File: config.mk
export PLATFORM = sky130hd
export DESIGN_NAME = sync_frame_tx
export DESIGN_NICKNAME = d
export VERILOG_FILES = /design/src/rtl/sync_frame_tx.sv
export SDC_FILE = /design/constraint.sdc
export NUM_CORES = 1
export LEC_CHECK = 0
export CAP_MARGIN = 20
export CELL_PAD_IN_SITES_DETAIL_PLACEMENT = 0
export CELL_PAD_IN_SITES_GLOBAL_PLACEMENT = 2
export CORE_AREA = 2 2 68 70
export DETAILED_ROUTE_END_ITERATION = 7
export DIE_AREA = 0 0 70 72
export PLACE_DENSITY_LB_ADDON = 0.1
export REMOVE_ABC_BUFFERS = 1
export SETUP_SLACK_MARGIN = 0.15
export SLEW_MARGIN = 20
export SYNTH_ARGS = -nofsm -noshare
export SYNTH_HDL_FRONTEND = slang
export SYNTH_SLANG_ARGS = --single-unit
File: constraint.sdc
create_clock -name clk_i -period 2 [get_ports clk_i]
set_clock_uncertainty 0.05 [all_clocks]
set_input_delay 0.5 -clock clk_i [delete_from_list [all_inputs] [get_ports clk_i]]
set_output_delay 0.5 -clock clk_i [all_outputs]
set_load 0.02 [all_outputs]
File: src/rtl/sync_frame_tx.sv
// rtl/sync_frame_tx.sv - serial frame transmitter: sync preamble, MSB-first payload, idle gap
module sync_frame_tx #(
  parameter int unsigned          DATA_W   = 8,
  parameter int unsigned          SYNC_LEN = 4,
  parameter logic [SYNC_LEN-1:0]  SYNC_PAT = 4'b0011,
  parameter int unsigned          GAP_BITS = 2,
  parameter logic                 IDLE_LVL = 1'b1
) (
  input  logic              clk_i,
  input  logic              reset_i,
  input  logic              bit_en_i,
  input  logic [DATA_W-1:0] load_data_i,
  input  logic              load_valid_i,
  output logic              load_ready_o,
  output logic              w_o,
  output logic              busy_o,
  output logic              frame_done_o,
  output logic [4:0]        bit_cnt_o
);

  typedef enum logic [1:0] {S_IDLE, S_SYNC, S_DATA, S_GAP} state_e;

  localparam logic [4:0] SYNC_LAST = 5'(SYNC_LEN - 1);
  localparam logic [4:0] DATA_LAST = 5'(DATA_W - 1);
  localparam logic [4:0] GAP_LAST  = (GAP_BITS > 0) ? 5'(GAP_BITS - 1) : 5'd0;

  state_e              state_q, state_d;
  logic [4:0]          cnt_q, cnt_d;
  logic [SYNC_LEN-1:0] sync_q, sync_d;
  logic [DATA_W-1:0]   data_q, data_d;
  logic                w_q, w_d;
  logic                done_q, done_d;

  always_ff @(posedge clk_i or posedge reset_i) begin
    if (reset_i) begin
      state_q <= S_IDLE;
      cnt_q   <= 5'd0;
      sync_q  <= '0;
      data_q  <= '0;
      w_q     <= IDLE_LVL;
      done_q  <= 1'b0;
    end else begin
      state_q <= state_d;
      cnt_q   <= cnt_d;
      sync_q  <= sync_d;
      data_q  <= data_d;
      w_q     <= w_d;
      done_q  <= done_d;
    end
  end

  // w_q is the bit on the line; sync_q/data_q hold the bits still to be sent, next one at the MSB
  always_comb begin
    state_d = state_q;
    cnt_d   = cnt_q;
    sync_d  = sync_q;
    data_d  = data_q;
    w_d     = w_q;
    done_d  = 1'b0;
    case (state_q)
      S_IDLE: begin
        w_d   = IDLE_LVL;
        cnt_d = 5'd0;
        if (load_valid_i) begin
          state_d = S_SYNC;
          data_d  = load_data_i;
          sync_d  = SYNC_PAT << 1;
          w_d     = SYNC_PAT[SYNC_LEN-1];
        end
      end
      S_SYNC: begin
        if (bit_en_i) begin
          if (cnt_q == SYNC_LAST) begin
            state_d = S_DATA;
            cnt_d   = 5'd0;
            w_d     = data_q[DATA_W-1];
            data_d  = data_q << 1;
          end else begin
            cnt_d  = cnt_q + 5'd1;
            w_d    = sync_q[SYNC_LEN-1];
            sync_d = sync_q << 1;
          end
        end
      end
      S_DATA: begin
        if (bit_en_i) begin
          if (cnt_q == DATA_LAST) begin
            state_d = (GAP_BITS > 0) ? S_GAP : S_IDLE;
            cnt_d   = 5'd0;
            w_d     = IDLE_LVL;
            done_d  = 1'b1;
          end else begin
            cnt_d  = cnt_q + 5'd1;
            w_d    = data_q[DATA_W-1];
            data_d = data_q << 1;
          end
        end
      end
      S_GAP: begin
        w_d = IDLE_LVL;
        if (bit_en_i) begin
          if (cnt_q == GAP_LAST) begin
            state_d = S_IDLE;
            cnt_d   = 5'd0;
          end else begin
            cnt_d = cnt_q + 5'd1;
          end
        end
      end
      default: begin
        state_d = S_IDLE;
        cnt_d   = 5'd0;
        w_d     = IDLE_LVL;
      end
    endcase
  end

  always_comb begin
    load_ready_o = (state_q == S_IDLE);
    busy_o       = (state_q != S_IDLE);
    w_o          = w_q;
    frame_done_o = done_q;
    bit_cnt_o    = cnt_q;
  end

endmodule
# == Yosys cells after proc, flatten, opt, wreduce, memory -nomap -nowiden ==
# Index checks and enable logic that the tools add are counted.
# word_totals
regBits,21
input_bits,12
output_inout_bits,9
elab_cells,65
# classes
add_sub_neg,1
eq_ne,15
mux,34
n_reduce_logical,9
# ops
cell,n
8-bit two-way mux,5
5-bit two-way mux,6
8-bit case mux with 3 select lines,1
5-bit case mux with 4 select lines,1
2-bit != test (second input constant),9
2-bit two-way mux,7
4-bit two-way mux,3
1-bit two-way mux,8
2-bit case mux with 4 select lines,1
4-bit case mux with 2 select lines,1
7-bit AND reduction,1
6-bit AND reduction,1
5-bit by 1-bit adder with 5-bit output (second input constant),1
5-bit by 1-bit equality test with 1-bit output (second input constant),1
5-bit by 2-bit equality test with 1-bit output (second input constant),1
5-bit by 3-bit equality test with 1-bit output (second input constant),1
2-bit equality test (second input constant),2
1-bit case mux with 4 select lines,1
4-bit AND reduction,1
2-bit nonzero test,2
3-bit AND reduction,1
3-bit nonzero test,1
2-bit by 1-bit equality test with 1-bit output (second input constant),1
2-bit zero test,1
2-bit AND reduction,1

# == Depth between registers and ports, before layout ==
# Gate-level depths: netlist of run 1.
# depth
word_depth,4
depth_mapped,8
ltp_nobuf,6

# == Worst setup path after synthesis of run 1 ==
# OpenSTA, ideal clock, no wires.
# synth_path
path_type,flip-flop to flip-flop
start,"register cnt_q[0], in the netlist bit_cnt_o[0]"
end,"register cnt_q[3], in the netlist bit_cnt_o[3]"
setup_ns,0.124
arrival_ns,2.184
required_time_ns,1.826
slack_ns,-0.358
path_stages_with_launch,6
n_path_buf,0
synth_period_minus_slack_ns,2.358
cell_sequence,dfrtp_1 ha_1 or4b_1 a222oi_1 nor4b_1 a211o_1
# synth_between
elab_chain_len,4
word_cells_on_any_way,11
cone_classes,add/sub: 1; eq/ne: 3; mux: 7
# synth_lines
item,line_no,rtl
start: declaration,28,"logic [4:0] cnt_q, cnt_d;"
start signal: assignment,44,cnt_q <= cnt_d;
5-bit by 1-bit adder with 5-bit output (tied with other cells),"79, 93, 106",
"5-bit two-way mux, on equally long branches","102, 73, 87",
"5-bit two-way mux, on equally long branches","101, 72, 86",
5-bit case mux with 4 select lines (*),60,case (state_q)
# Mark *: on every way between the ends. The rest lies on a longest branch, timed or not. The select of a mux whose other input is x is not followed.
# A chain may end at the register's enable or synchronous reset.

# == Worst setup path in the final report of run 1 ==
# layout_path
start,"register cnt_q[3], in the netlist bit_cnt_o[3]"
end,"register cnt_q[4], in the netlist bit_cnt_o[4]"
# Same word-level chain as after synthesis.

==> results_dict.tcl, run 1 <==
set metrics [dict create \
    status "finished, violations left" \
    failed_checks "negative setup slack" \
    avgSynthCellArea_um2 10.3 \
    grt_pass1_vias 1192 \
    first_pass_iters 4 \
    synth_edf_count 0 \
    start_util_pct 29.3 \
    place_hpwl_mm 2.32 \
    rsz0062_at_grt "yes" \
    yosysWarnings 0 \
    crit_type "flop to flop" \
    gr-total-overflow 0 \
    synth.yosys.seq_area_share_pct 40.2 \
    timing_hold_violations_final 0 \
    area_growth_syn_to_layout_pct 53.2 \
    root_buffer "clkbuf_8" \
    worst_setup_path_end_kind "flop" \
    clk_latency_ns 0.26 \
    layout_setup_ws_ns -0.0900 \
    core_area_mm2 0.00426 \
    ys_seq_elements 20 \
    yosys_most_used_dff "dfrtp_1" \
    fin_area_mm2 0.00191 \
    postRouteWirelength_mm 3.13 \
    antenna_found_initial 0 \
    fin_nets 194 \
    power_density_mw_per_mm2 1560 \
    place_area_mm2 0.00171 \
    min_path_type "flop to flop" \
    num_vias 1150 \
    instances_no_fill 227 \
    path_max_fanout 5 \
    min_period_ns 2.09 \
    setup_viol 3 \
    cts.sinks 20 \
    wire_per_inst_um 13.8 \
    yosys.area.top_type "dfrtp_1" \
    diodes 0 \
    place.gp.congestion 0.739 \
    async_flop_share_pct 100 \
    slew_headroom_pct 75.4 \
    worst_slew_pin_slew_ns 0.369 \
    cp_data_required_time_ns 2.09 \
    grt_pass1_wl_mm 5.48 \
    synth_cell_type_count 42 \
    drtIter0Drc 45 \
    hold_buffers 0 \
    die_h_um 72 \
    die_x_um 70 \
    viasPerCell 5.07 \
    max_cap_violations 0 \
    floorplan.die_area_mm2 0.00504 \
    clock_path_buffers 2 \
    h-tree-depth 1 \
    max_freq_mhz 478 \
    synth.area.top_cells "dfrtp_1 38%, mux2_2 15%, ha_1 6.0%, nor3_1 2.4%, dfstp_2 2.1%" \
    dp_cells 216 \
    route.detailed.drc 0 \
    slew_violations 0 \
    synthCells 121 \
    finalCritPeriodShare_pct 104 \
    std_cell_rows 24 \
    arrival_ns 2.18 \
    ant_nets 0 \
    cts_tree "built" \
    ioPinCount 21 \
    grt_max_degree 21 \
    yosysTopAreaCellShare_pct 38.1 \
    nFillCells 427 \
    crit_path_start_kind "flop" \
    clk_pin_slew_ns 0.08 \
    layout-drive-gt1-share_pct 45.7 \
    vdd_drop_max_v 0.000651 \
    leakagePower_nw 0.879 \
    io_buffers 20 \
    synth_area_mm2 0.00125 \
    cts-buffers-inserted 3 \
    grt.total_usage_pct 13.5 \
    fin_tns_setup_ns -0.234 \
]
-- worst paths after layout --
| path | from | end | slack [ns] | cells past startpoint |
|---|---|---|---|---|
| max | bit_cnt_o[3]$_DFFE_PP0P_ | bit_cnt_o[4]$_DFFE_PP0P_ | -0.09 | 6 |
| min | data_q[2]$_DFFE_PP0P_ | data_q[2]$_DFFE_PP0P_ | 0.46 | 1 |
| max reg2reg | bit_cnt_o[3]$_DFFE_PP0P_ | bit_cnt_o[4]$_DFFE_PP0P_ | -0.09 | 6 |
| min reg2reg | data_q[2]$_DFFE_PP0P_ | data_q[2]$_DFFE_PP0P_ | 0.46 | 1 |
| max in group asynchronous | reset_i | w_o$_DFFE_PP1P_ | 1.12 | 3 |
| min in group asynchronous | reset_i | bit_cnt_o[3]$_DFFE_PP0P_ | 0.50 | 3 |
-- routing by layer --
layer	track usage [%]	vias up	routed length (um)
li1	-	559	-
met1	17.5	559	1400
met2	22.9	26	1580
met3	3.47	6	116
met4	2.99	0	36
met5	0	-	0
-- cell families after synthesis --
group / after synthesis / share of synthesized area, %
adder cells (fa/ha/maj): 6 / 6.01
multiplexers: 19 / 16.9
buffers and inverters: 14 / 4.91
flip-flops: 20 / 40.2
AND/OR/NAND/NOR: 38 / 17.1
AO/OA/AOI/OAI: 24 / 14.8
-- power by group --
part	switching [mW]	internal [mW]
clock	0.137	0.267
combinational	0.870	1.03
sequential	0.0904	0.581
-- worst max-delay path: stages, from the launching register on --
cell      delay [ns]
dfrtp_1         0.41
buf_6           0.13
or4b_4          0.53
a222oi_1        0.34
buf_4           0.22
nor3_2          0.04
a211o_1         0.26
-- Yosys cell counts, drive strengths merged, types with 2 or more instances --
cell / count
nand3: 5
or4b: 2
nand2: 7
dfrtp: 19
buf: 3
mux2: 17
a211o: 2
o21ai: 3
nor2: 6
nor4: 2
a21oi: 4
mux2i: 2
nor2b: 2
clkbuf: 5
ha: 6
and3: 2
inv: 6
nor3: 6
-- what timing repair did --
| action | CTS | global route |
|---|---|---|
| buffers inserted | 7 | 0 |
| pin swaps | 11 | 9 |
| gates resized for setup | 25 | 13 |
| setup endpoints to repair | 24 | 21 |
-- cell usage in the layout (no fill, tap or decap), types with 3 or more instances in the layout --
| cell | netlist | routed |
|---|---|---|
| mux2_2 | 17 | 17 |
| buf_4 | 0 | 33 |
| dfrtp_1 | 19 | 19 |
| inv_1 | 6 | 4 |
| nor2_1 | 6 | 5 |
| nand3_1 | 5 | 5 |
| clkbuf_8 | 0 | 3 |
| buf_6 | 1 | 5 |
| clkdlybuf4s50_1 | 0 | 12 |
| ha_1 | 6 | 4 |
| nor3_1 | 6 | 4 |
| nand2_1 | 7 | 6 |
| dlygate4sd2_1 | 0 | 5 |
-- cell type report --
cell class	count	area [um2]	area share (%)
Multi-Input combinational cell	87	764	40.0
Sequential cell	20	502	26.2
Timing Repair Buffer	58	488	25.5
Tap cell	52	65.1	3.40
Clock buffer	3	41.3	2.16
Clock inverter	1	30.0	1.57
Inverter	6	22.5	1.18
-- state kept, by name, indices dropped and copies added (netlist names) --
name,cells
sync_q,3
data_q,8
w_o,1
bit_cnt_o,5
state_q,2
frame_done_o,1
-- per-stage QoR --
| stage | power [mW] | utilization, % | setup WS [ns] | hold WS, ns |
|---|---|---|---|---|
| floorplan | 1.72 | - | -0.533 | 0.413 |
| global placement | 2.37 | 40.1 | -0.132 | 0.433 |
| detailed placement | 2.41 | 40.1 | -0.195 | 0.443 |
| CTS | 2.99 | 44.4 | -0.0731 | 0.462 |
| global route | 3.22 | 44.9 | -0.179 | 0.486 |
| finish | 2.98 | 44.9 | -0.0900 | 0.460 |
No activity file was read; power rests on OpenSTA's default activity.
==> run 2, diff against run 1 <==
- ABC_AREA: default -> 1
- MAX_ROUTING_LAYER: default -> met4
==> results_dict.tcl, run 2 <==
set metrics [dict create \
    status "finished clean" \
    wire_per_inst_um 12.6 \
    fin_tns_setup_ns 0 \
    layout-drive-gt1-share_pct 24.7 \
    synth_cell_type_count 26 \
    io_buffers 20 \
    multi_input_area_um2 632 \
    dp_cells 208 \
    core_area_mm2 0.00426 \
    drtIter0Drc 27 \
    arrival_ns 1.25 \
    setup_viol 0 \
    finalCritPeriodShare_pct 89.9 \
    path_max_fanout 5 \
    synthMuxAreaShare_pct 5.97 \
    seqCellArea_um2 503 \
    ant_nets 0 \
    min_path_type "flop to flop" \
    area_growth_syn_to_layout_pct 31.3 \
    instances_no_fill 214 \
    postRouteWirelength_mm 2.69 \
    synth_top_family_by_area "simple AND/OR/NAND/NOR gates" \
    cp_data_required_time_ns 1.45 \
    async_flop_share_pct 100 \
    synth_edf_count 0 \
    clock_path_buffers 2 \
    start_util_pct 27.5 \
    worst_slew_pin_slew_ns 0.280 \
    route.detailed.drc 0 \
    slew_headroom_pct 81.3 \
    diodes 0 \
    yosysWarnings 0 \
    max_freq_mhz 556 \
    top_register "data_q" \
    timing_hold_violations_final 0 \
    cpLargestDelayFamily "buffers and inverters" \
    min_period_ns 1.80 \
    die_x_um 70 \
    yosys_most_used_dff "dfrtp_1" \
    antenna_found_initial 0 \
    path_buf_inv 2 \
    yosysMostFrequentCell "nand2_1" \
    final_common_cell "nand2_1" \
    place.gp.congestion 0.706 \
    ioPinCount 21 \
    grt_pass1_vias 983 \
    ys_seq_elements 20 \
    yosys.area.top_type "dfrtp_1" \
    cts-buffers-inserted 3 \
    worst_setup_path_end_kind "primary output" \
    leakagePower_nw 0.722 \
    grt_max_degree 21 \
    cp_cell_sequence "inv_1 -> ha_4 -> clkdlybuf4s15_1" \
    max_cap_violations 0 \
    synth_area_mm2 0.00117 \
    gr-total-overflow 0 \
    hp-start "sync_q[2]$_DFFE_PP0P_" \
    fin_nets 181 \
    grt.total_usage_pct 11.9 \
    slew_violations 0 \
    synth_common_cells "23 x nand2_1, 19 x dfrtp_1, 14 x inv_1, 14 x nor2_1, 10 x o21ai_2" \
    final_cell_mix "22 x nand2_1, 18 x dfrtp_1, 14 x nor2_1" \
    crit_type "flop to primary output" \
    place_hpwl_mm 2.03 \
    std_cell_rows 24 \
    die_h_um 72 \
    synth-xor-area-share_pct 1.49 \
    grt_pass1_wl_mm 4.60 \
    yosysTopAreaCellShare_pct 40.5 \
    largest_reg_flops 8 \
    rsz0062_at_grt "yes" \
    vdd_drop_max_v 0.000643 \
    synth_compound_area_share_pct 12.4 \
    cts_tree "built" \
    nFillCells 466 \
    h-tree-depth 1 \
    root_buffer "clkbuf_8" \
    synthCells 134 \
    synth.yosys.seq_area_share_pct 42.8 \
    power_density_mw_per_mm2 1600 \
    first_pass_iters 4 \
    synth.area.top_cells "dfrtp_1 41%, o21ai_2 7.5%, nand2_1 7.4%, ha_1 6.4%, mux2i_1 6.0%" \
    hold_buffers 0 \
    viasPerCell 4.50 \
    num_vias 963 \
    slowest_stage "dfrtp_1" \
    cts.sinks 20 \
    synth_adder_area_share_pct 6.40 \
    rr_startpoint "state_q[0]$_DFFE_PP0P_" \
    clk_latency_ns 0.26 \
    crit_path_start_kind "flop" \
    avgSynthCellArea_um2 8.76 \
    synthSimpleGateAreaFrac_pct 24.0 \
    startpoint "state_q[1]$_DFFE_PP0P_" \
    clk_pin_slew_ns 0.08 \
    floorplan.die_area_mm2 0.00504 \
    slowest_delay_ns 0.38 \
]
==> run 2: cell count changes after synthesis, moves of 3 or more <==
cell      previous run  this run
mux2_2              17         0
nand2_1              7        23
o21ai_2              0        10
inv_1                6        14
nor2_1               6        14
mux2i_1              2         7
nand2_2              0         5
nor3_1               6         1
clkbuf_1             5         1
o21ai_1              0         4
inv_2                0         3
nand3_1              5         8
==> run 2: area by class of cell <==
type / count / area share [%]
Inverter: 18 / 4.38
Timing Repair Buffer: 25 / 14.9
Sequential cell: 20 / 32.6
Clock buffer: 4 / 2.92
Multi-Input combinational cell: 95 / 41.0
Tap cell: 52 / 4.22
==> run 2: per-layer routing <==
layer	GRT usage, %	vias to the layer above	part of all wire (%)
met1	15.0	450	47
met4	3.85	0	1.1
met3	2.22	2	3.5
met2	19.4	18	48
li1	-	493	-
met5	-	-	0
==> run 2: path summary, 6_finish.rpt <==
path / slack, ns / to / cells after the start
min in group asynchronous: 0.51 / state_q[1]$_DFFE_PP0P_ / 3
min: 0.43 / sync_q[3]$_DFFE_PP0P_ / 2
max reg2reg: 0.30 / data_q[5]$_DFFE_PP0P_ / 8
max: 0.20 / load_ready_o / 3
min reg2reg: 0.43 / sync_q[3]$_DFFE_PP0P_ / 2
max in group asynchronous: 1.10 / w_o$_DFFE_PP1P_ / 3
==> run 2: report_power, final <==
group	internal, mW	switching, mW	total, mW	leakage [nW]
logic	0.620	0.900	1.52	0.449
clock network	0.142	0.140	0.282	0.0228
registers	0.567	0.0964	0.664	0.250
total	1.33	1.14	2.47	0.722
==> run 2: worst min-delay path: stages, from the launching register on <==
cell     delay, ns
dfrtp_1       0.34
nand2_1       0.05
nand2_1       0.06
==> run 2: logic make-up (layout without fill, tap and decap cells) <==
| logic type | count (synthesis) | in the layout |
|---|---|---|
| AOI/OAI and AO/OA | 21 | 21 |
| xor gates and xnor gates | 2 | 2 |
| adders and majority gates | 6 | 6 |
| buffers and inverters | 20 | 47 |
| DFF | 20 | 20 |
| muxes | 7 | 7 |
| and+or+nand+nor | 58 | 59 |
==> run 2: what timing repair did <==
item	4_1_cts	5_1_grt
pin swaps	0	1
gates resized for setup	11	9
hold endpoints to repair	0	0
endpoints found under the setup margin	7	18
cloned	0	1
setup buffers	0	1
==> run 2: stage by stage <==
step	cell area (um2)	total power [mW]	setup slack (ns)	util, %	hold slack (ns)
after floorplan	1160	1.70	0.348	-	0.400
after CTS	1500	2.43	0.151	35.3	0.437
after detailed placement	1450	2.11	0.0650	34.1	0.418
final	1540	2.47	0.202	36.2	0.432
after global placement	1450	2.08	0.0956	34.1	0.417
after global routing	1540	2.71	0.144	36.2	0.465
